File: src/rtl/seg_pkg.sv
// seg_pkg: shared segment patterns, digit code type and BCD decode function
package seg_pkg;
  typedef logic [3:0] digit_t;
  localparam logic [6:0] SEG_DASH = 7'h40;
  localparam logic [6:0] SEG_OFF = 7'h00;
  function automatic logic [6:0] seg_decode(digit_t d);
    case (d)
      4'd0: return 7'h3F;
      4'd1: return 7'h06;
      4'd2: return 7'h5B;
      4'd3: return 7'h4F;
      4'd4: return 7'h66;
      4'd5: return 7'h6D;
      4'd6: return 7'h7D;
      4'd7: return 7'h07;
      4'd8: return 7'h7F;
      4'd9: return 7'h6F;
      default: return SEG_DASH;
    endcase
  endfunction
endpackage

File: src/rtl/seg_decoder.sv
// seg_decoder: BCD code to active-high 7-segment pattern, err for codes 10..15
module seg_decoder import seg_pkg::*; (
  input  digit_t     code_i,
  output logic [6:0] seg_o,
  output logic       err_o
);
  assign seg_o = seg_decode(code_i);
  assign err_o = code_i > 4'd9;
endmodule

File: src/rtl/seg_scan_driver.sv
// seg_scan_driver: scans N BCD digits through one decoder; valid/ready load into a pending buffer swapped in at frame wrap
module seg_scan_driver import seg_pkg::*; #(
  parameter int NUM_DIGITS = 4,
  parameter int SCAN_DIV = 50000,
  parameter int ACTIVE_LOW = 1,
  parameter int BLANK_LEADING = 1
) (
  input  logic                    clk,
  input  logic                    rst,
  input  logic                    load_valid,
  output logic                    load_ready,
  input  logic [4*NUM_DIGITS-1:0] load_data,
  input  logic [NUM_DIGITS-1:0]   load_dp,
  output logic [6:0]              seg_out,
  output logic                    dp_out,
  output logic [NUM_DIGITS-1:0]   digit_en,
  output logic                    frame_done,
  output logic                    bcd_err
);
  localparam int CW = $clog2(SCAN_DIV);
  localparam int IW = $clog2(NUM_DIGITS);
  localparam logic [CW-1:0] CMAX = CW'(SCAN_DIV - 1);
  localparam logic [IW-1:0] IMAX = IW'(NUM_DIGITS - 1);
  localparam logic POL = ACTIVE_LOW != 0;
  logic [CW-1:0] cnt_q, cnt_d;
  logic [IW-1:0] idx_q, idx_d;
  logic [4*NUM_DIGITS-1:0] act_q, act_d, pend_q, pend_d;
  logic [NUM_DIGITS-1:0] adp_q, adp_d, pdp_q, pdp_d, en_d, en_q;
  logic pfull_q, pfull_d, ready_q, frame_q, err_q, dp_q;
  logic [6:0] seg_q, dec_seg;
  digit_t code;
  logic dec_err, blank, wrap, take;
  seg_decoder u_dec (.code_i(code), .seg_o(dec_seg), .err_o(dec_err));
  always_comb begin
    wrap = idx_q == IMAX && cnt_q == CMAX;
    take = load_valid && !pfull_q;
    cnt_d = cnt_q == CMAX ? '0 : cnt_q + 1'b1;
    idx_d = cnt_q != CMAX ? idx_q : idx_q == IMAX ? '0 : idx_q + 1'b1;
    act_d = wrap && pfull_q ? pend_q : act_q;
    adp_d = wrap && pfull_q ? pdp_q : adp_q;
    pend_d = take ? load_data : pend_q;
    pdp_d = take ? load_dp : pdp_q;
    // a load landing on the wrap edge is only captured; it swaps in at the next wrap
    pfull_d = pfull_q ? !wrap : take;
    code = act_q[{idx_q, 2'b00} +: 4];
    // blank when this digit and all higher digits are zero, never digit 0
    blank = BLANK_LEADING != 0 && idx_q != '0 && (act_q >> {idx_q, 2'b00}) == '0;
    en_d = NUM_DIGITS'(1) << idx_q;
  end
  always_ff @(posedge clk) begin
    if (rst) begin
      cnt_q <= '0;
      idx_q <= '0;
      act_q <= '0;
      adp_q <= '0;
      pend_q <= '0;
      pdp_q <= '0;
      pfull_q <= 1'b0;
      ready_q <= 1'b1;
      frame_q <= 1'b0;
      err_q <= 1'b0;
      seg_q <= {7{POL}};
      dp_q <= POL;
      en_q <= {NUM_DIGITS{POL}};
    end else begin
      cnt_q <= cnt_d;
      idx_q <= idx_d;
      act_q <= act_d;
      adp_q <= adp_d;
      pend_q <= pend_d;
      pdp_q <= pdp_d;
      pfull_q <= pfull_d;
      ready_q <= !pfull_d;
      frame_q <= wrap;
      err_q <= dec_err;
      seg_q <= (blank ? SEG_OFF : dec_seg) ^ {7{POL}};
      dp_q <= adp_q[idx_q] ^ POL;
      en_q <= en_d ^ {NUM_DIGITS{POL}};
    end
  end
  assign load_ready = ready_q;
  assign seg_out = seg_q;
  assign dp_out = dp_q;
  assign digit_en = en_q;
  assign frame_done = frame_q;
  assign bcd_err = err_q;
endmodule

File: config.mk
export PLATFORM = sky130hd
export DESIGN_NAME = seg_scan_driver
export DESIGN_NICKNAME = d
export VERILOG_FILES = /design/src/rtl/seg_pkg.sv /design/src/rtl/seg_decoder.sv /design/src/rtl/seg_scan_driver.sv
export SDC_FILE = /design/constraint.sdc
export NUM_CORES = 1
export LEC_CHECK = 0
export CAP_MARGIN = 10
export CORE_MARGIN = 2
export CORE_UTILIZATION = 50
export CTS_BUF_LIST = sky130_fd_sc_hd__clkbuf_16
export DETAILED_ROUTE_END_ITERATION = 16
export PLACE_DENSITY = 0.73
export SKIP_LAST_GASP = 1
export SLEW_MARGIN = 15
export SYNTH_ARGS = -nofsm -noshare
export SYNTH_HDL_FRONTEND = slang
export SYNTH_SLANG_ARGS = --single-unit
File: constraint.sdc
create_clock -name clk -period 2.44 [get_ports clk]
set_input_delay 0.488 -clock clk [delete_from_list [all_inputs] [get_ports clk]]
set_output_delay 0.488 -clock clk [all_outputs]
set_load 0.005 [all_outputs]
==> results of run 1 <==
-- power by group through the flow --
| stage | Sequential, uW | Combinational [uW] | Clock (uW) |
|---|---|---|---|
| CTS | 1260 | 128 | 1160 |
| finish | 1260 | 126 | 1140 |
| global placement | 1280 | 125 | 0 |
| global route | 1260 | 142 | 1220 |
| floorplan | 1280 | 61.5 | 0 |
| detailed placement | 1280 | 127 | 0 |
-- synthesized netlist by cell type, drive strengths merged --
cell type / instances
a21o: 1
a21oi: 45
a31oi: 1
and2: 2
and3b: 1
and4: 5
buf: 11
clkbuf: 14
dfxtp: 74
ha: 10
inv: 8
mux2i: 3
mux4: 5
nand2: 48
nand2b: 7
nand3: 26
nand4: 7
nor2: 23
nor2b: 2
nor3: 1
nor3b: 2
nor4: 2
nor4b: 2
o211ai: 3
o21ai: 23
o22ai: 1
o311a: 1
o311ai: 1
o41ai: 2
or3: 3
xnor2: 3
xor2: 10
-- cells by family after synthesis --
group           after synthesis  share of synthesized area, %
compound gates               78                          13.4
xor+xnor                     13                          3.60
fa+ha+maj                    10                          3.96
buf+inv                      33                          5.38
flops                        74                          46.9
mux                           8                          4.99
simple gates                131                          21.8
-- layout make-up --
type                       count  area [um^2]
tap                           75         93.8
multi-input combinational    240         1520
inverter                       8         30.0
clock buffer                   9          225
clock inverter                 7         37.5
fill                         529         2220
timing repair buffer          44          423
sequential                    74         1480
-- cell usage in the layout (no fill, tap or decap), types with 3 or more instances in the layout --
cell,netlist,layout
dfxtp_1,74,74
and4_1,4,4
nor2_1,23,23
clkdlybuf4s50_1,0,37
or3_1,3,3
mux2i_1,3,3
nand2b_1,7,7
buf_4,3,7
a21oi_1,45,45
nand2_1,48,48
xnor2_1,3,3
nand4_1,6,6
nand3_1,25,25
inv_1,8,9
ha_1,10,10
xor2_1,10,10
clkinv_2,0,3
o21ai_0,21,21
mux4_1,4,4
clkbuf_16,0,9
o211ai_1,3,3
-- worst max-delay path, delay by kind of cell, from the launching register on --
| family | cells | cell delay (ns) |
|---|---|---|
| mux | 1 | 0.67 |
| simple gates | 1 | 0.19 |
| compound gates | 3 | 0.52 |
| buf+inv | 1 | 0.15 |
| flops | 1 | 0.37 |
| fa+ha+maj | 1 | 0.19 |
-- worst paths after layout --
check | start | to | cells after the start
setup / recovery | idx_q[0]$_SDFFE_PP0N_ | seg_out[3]$_SDFF_PP1_ | 7
hold / removal | pend_q[7]$_SDFFE_PP0P_ | pend_q[7]$_SDFFE_PP0P_ | 2
setup reg to reg | idx_q[0]$_SDFFE_PP0N_ | seg_out[3]$_SDFF_PP1_ | 7
hold reg to reg | pend_q[7]$_SDFFE_PP0P_ | pend_q[7]$_SDFFE_PP0P_ | 2
-- layer usage --
layer  up-vias  track usage (%)  part of all wire, %
li1       1271                -                    -
met1      1138             25.9                   50
met2        47             27.7                   46
met3         5             4.65                  3.3
met4         0             6.89                  1.0
met5         -                0                    0
-- flip-flops by register name, indices dropped and copies added, names as in the netlist --
name and flops:
act_q 16, cnt_q 16, pend_q 16, seg_out 7
adp_q 4, digit_en 4, pdp_q 4, idx_q 2
bcd_err 1, dp_out 1, frame_done 1, load_ready 1
pfull_q 1
-- through the flow --
step / setup slack [ns] / hold WS, ns / area [um^2] / std cells
final: 0.263 / 0.457 / 3810 / 457
after global routing: 0.124 / 0.470 / 3810 / 457
after CTS: 0.148 / 0.454 / 3800 / 457
after detailed placement: 0.148 / 0.447 / 3540 / 441
after global placement: 0.241 / 0.441 / 3540 / 441
after floorplan: 0.318 / 0.426 / 3160 / 347
==> results.cfg, run 1 <==
[timing]
rsz0062_at_grt = false
period_minus_slack_ns = 2.18
post-route-period-util_pct = 89.2
fmax_mhz = 459
tns_ns = 0
tightest_slew_ns = 0.589
finalMaxSlewViolations = 0
setup_violations = 0
max_slew_margin_pct = 60.6
hold_viol = 0
fin_worst_skew_ns = 0.00920

[critical_path]
r2r_setup_slack_ns = 0.26
critPathRequiredTime_ns = 2.68
startpoint_type = register
cp.arrival_ns = 2.41
worstSetupEndpointType = register
crit_type = reg -> reg
slowest_stage = mux4_1
cp_cell_sequence = mux4_1 > inv_1 > ha_1 > nor3b_1 > o311a_1 > a31oi_2 > o211ai_1
max_stage_delay_ns = 0.67
crit_fanout = 7

[yosys]
synth_cells = 347
syn_area_per_cell_um2 = 9.11
ys_types = 40
synthTopCellsByArea = dfxtp_1 47%, a21oi_1 7.1%, nand2_1 5.7%, ha_1 4.0%, nand3_1 4.0%
syn_area_mm2 = 0.00316
syn_nets = 380
seq_area_frac_synth_pct = 46.9
synth-seq-cells = 74
yosys.area.top_type = dfxtp_1
ys_warn_count = 0
synth_top_area_share_pct = 46.9

[clock_tree]
clock_sinks = 74
ctsResizeCount = 0
clock_path_buffers = 2
clkLatencyLatePin_ns = 0.33
postCtsHoldBufs = 0
clkTransAtPathRegs_ns = 0.05
cts_tree = yes
root_buffer = clkbuf_16
cts-buffers-inserted = 9
cts_htree_levels = 3
post-cts-setup-buffer-count = 0

[global_route]
grt_pass1_wl_um = 10700
grt.overflow.total = 0
grt_start_max_net_pins = 39
grtUsageTotal_pct = 18.5
grt_antenna_before_repair = 0
grt_pass1_vias = 2278

[detailed_routing]
vias = 2461
drt_pass1_iterations = 4
routedWlPerCell_um = 13.3
wl_um = 6080
drt_iter0_drc = 117
final_antenna_net_count = 0
viasPerCell = 5.39
drc_errors = 0

[pwr]
ir_worst_vdd_mv = 0.526
clkPwrFrac_pct = 45.2
internal_power_uw = 1980
switching_share_pct = 21.3
power_leakage_uw = 0.00137
total_power_uw = 2520
power_density_mw_per_mm2 = 662
power.net_switching_uw = 537
pwr-share-comb_pct = 5.0
p_seq_share_pct = 49.8

[placement]
place_hpwl_um = 4130
gp_congestion = 0.903
io_buffers = 37

[flow_run]
cap_violations = 0

[floorplanning]
dieArea_mm2 = 0.00698
die_w_um = 83.5
die_h_um = 83.5
rows = 28
num_io_pins = 38
start_util_pct = 52.5
coreArea_mm2 = 0.00603

[hold_path]
hp-class = reg -> reg

[outcome]
status = finished, final reports clean

[cells_and_area]
final_util_pct = 63.2
final_nets = 410
antennaDiodeCount = 0
syn2layout_area_growth_pct = 20.4
drive_gt1_share_pct = 7.59
(Power assumes the default switching activity.)
==> run 2, diff against run 1 <==
--- a/config.mk
+++ b/config.mk
@@ -6,11 +6,11 @@
 export NUM_CORES = 1
 export LEC_CHECK = 0
 export CAP_MARGIN = 10
-export CORE_MARGIN = 2
 export CORE_UTILIZATION = 50
 export CTS_BUF_LIST = sky130_fd_sc_hd__clkbuf_16
 export DETAILED_ROUTE_END_ITERATION = 16
-export PLACE_DENSITY = 0.73
+export PLACE_DENSITY = 0.76
+export REMOVE_ABC_BUFFERS = 1
 export SKIP_LAST_GASP = 1
 export SLEW_MARGIN = 15
 export SYNTH_ARGS = -nofsm -noshare
==> constraint.sdc (replaced) <==
create_clock -name clk -period 2 [get_ports clk]
set_input_delay 0.4 -clock clk [delete_from_list [all_inputs] [get_ports clk]]
set_output_delay 0.4 -clock clk [all_outputs]
set_load 0.005 [all_outputs]
==> run 2 against run 1 <==
  * Sequential power increased by 21%
  * Die area decreased by 4.7%
  * Sequential cell count unchanged
  * Non-clock buffer count increased by 12
  * Total power increased by 31%
  * Clock skew decreased by 0.0041 ns
  * Routed wire length increased by 5.6%
  * First-iteration DRC count decreased by 18%
  * Worst setup slack got worse by 0.13 ns
  * Core utilization increased by 2.8 points
  * Maximum frequency increased by 17%
==> results.cfg, run 2 (same netlist as run 1, synthesis figures left out) <==
[critical_path]
path_buf_inv = 1
reg2reg_to = seg_out[2]$_SDFF_PP1_
cp_num_cells = 7
cp.arrival_ns = 2.09
ff2ff_path_depth = 7
cp_cell_sequence = mux4_2 > inv_2 > ha_4 > nor3b_2 > o311a_1 > a31oi_4 > o311ai_1
r2r_start = idx_q[0]$_SDFFE_PP0N_
startpoint_type = register
crit_fanout = 7
worstSetupEndpointType = register
max_stage_delay_ns = 0.52
critPathRequiredTime_ns = 2.22
slowest_stage = mux4_2
crit_family = multiplexers
r2r_setup_slack_ns = 0.13
crit_start = idx_q[0]$_SDFFE_PP0N_
crit_type = reg -> reg
crit_end = seg_out[2]$_SDFF_PP1_

[detailed_routing]
wl_met2_um = 3130
dr_wl_met3_um = 204
drt_pass1_iterations = 4
routedWlPerCell_um = 13.7
top_layer = met4
wl_um = 6420
final_antenna_net_count = 0
viasPerCell = 5.49
vias = 2563
met1_length_um = 2960
drc_errors = 0
drt_iter0_drc = 96

[cells_and_area]
antennaDiodeCount = 0
fin_cells = 467
final_nets = 422
final_common_cell = dfxtp_1
final_util_pct = 66.0
syn2layout_area_growth_pct = 25.8
largestRegisters = act_q (16), cnt_q (16), pend_q (16)
final_area_mm2 = 0.00398
final_cell_mix = 73 x dfxtp_1, 48 x nand2_1, 45 x a21oi_1
nFillCells = 512
drive_gt1_share_pct = 11.5

[flow_run]
cap_violations = 0

[global_route]
grt_pass1_wl_um = 11100
grt_pass1_vias = 2409
grt_antenna_before_repair = 0
grt_start_max_net_pins = 25
grtUsageTotal_pct = 22.1
grt.overflow.total = 0

[hold_path]
hp-class = reg -> reg

[placement]
gp_congestion = 0.877
dp.cells = 451
placed_area_mm2 = 0.00364
place_hpwl_um = 4300
io_buffers = 37

[timing]
timing.hold.ws_ns = 0.453
finalMaxSlewViolations = 0
period_minus_slack_ns = 1.87
tightest_slew_ns = 0.668
fin_worst_skew_ns = 0.00514
setup_violations = 0
max_slew_margin_pct = 54.9
rsz0062_at_grt = false
hold_viol = 0
post-route-period-util_pct = 93.3
fmax_mhz = 536

[floorplanning]
start_util_pct = 52.5
rows = 28
num_io_pins = 38
dieArea_mm2 = 0.00665
die_w_um = 81.5
coreArea_mm2 = 0.00603
die_h_um = 81.5

[clock_tree]
cts_htree_levels = 3
clkTransAtPathRegs_ns = 0.05
postCtsHoldBufs = 0
clkLatencyLatePin_ns = 0.33
cts-buffers-inserted = 9
clock_path_buffers = 2
cts_tree = yes
root_buffer = clkbuf_16
clock_sinks = 74

[pwr]
total_power_uw = 3310
ir_worst_vdd_mv = 0.664
power_density_mw_per_mm2 = 832
power_leakage_uw = 0.00145

[outcome]
status = finished, final reports clean
run 2: metal layers:
layer / vias up / global-route usage [%]
met3: 13 / 4.56
met2: 61 / 34.8
met4: 0 / 12.9
met5: - / 0
met1: 1199 / 27.8
li1: 1290 / -
run 2: area by class of cell:
type	count	area [um^2]	area share, %
repair buffers	56	538	13.5
multi-input cells	240	1540	38.6
well taps	75	93.8	2.36
clock inverters	5	71.3	1.79
inverters	8	30.0	0.755
flip-flops and latches	74	1490	37.3
clock buffers	9	225	5.66
run 2: worst min path at each step:
stage	from	endpoint	slack, ns	cells past startpoint
floorplan	cnt_q[0]$_SDFF_PP0_	cnt_q[0]$_SDFF_PP0_	0.43	1
global placement	cnt_q[0]$_SDFF_PP0_	cnt_q[0]$_SDFF_PP0_	0.44	1
detailed placement	pend_q[2]$_SDFFE_PP0P_	pend_q[2]$_SDFFE_PP0P_	0.45	2
CTS	pend_q[7]$_SDFFE_PP0P_	pend_q[7]$_SDFFE_PP0P_	0.46	2
global route	pend_q[4]$_SDFFE_PP0P_	pend_q[4]$_SDFFE_PP0P_	0.48	2
finish	pend_q[14]$_SDFFE_PP0P_	pend_q[14]$_SDFFE_PP0P_	0.45	2
run 2: what timing repair did:
action                                  CTS  global route
buffers inserted                          0             2
endpoints found under the setup margin    7             7
gates resized for setup                   5             6
gates cloned                              0             0
pin swaps                                 1             4
run 2: where the power goes:
| part | internal [uW] | total [uW] | switching (uW) | leakage [uW] |
|---|---|---|---|---|
| Sequential | 1510 | 1530 | 20.0 | 0.000604 |
| Clock | 1060 | 1620 | 554 | 0.000144 |
| Combinational | 89.9 | 160 | 69.7 | 0.000703 |
run 2: per-stage QoR:
| step | setup WS [ns] | TNS, ns |
|---|---|---|
| 2_1_floorplan | -0.262 | -1.72 |
| 3_3_place_gp | -0.00959 | -0.0298 |
| 3_5_place_dp | -0.174 | -1.05 |
| 4_1_cts | 0.0117 | 0 |
| 5_1_grt | 0.00536 | 0 |
| 6_report | 0.134 | 0 |
run 2: tightest hold or removal path, stage by stage (launching register included):
cell     delay (ns)
dfxtp_1        0.30
nand2_1        0.05
a21oi_1        0.05
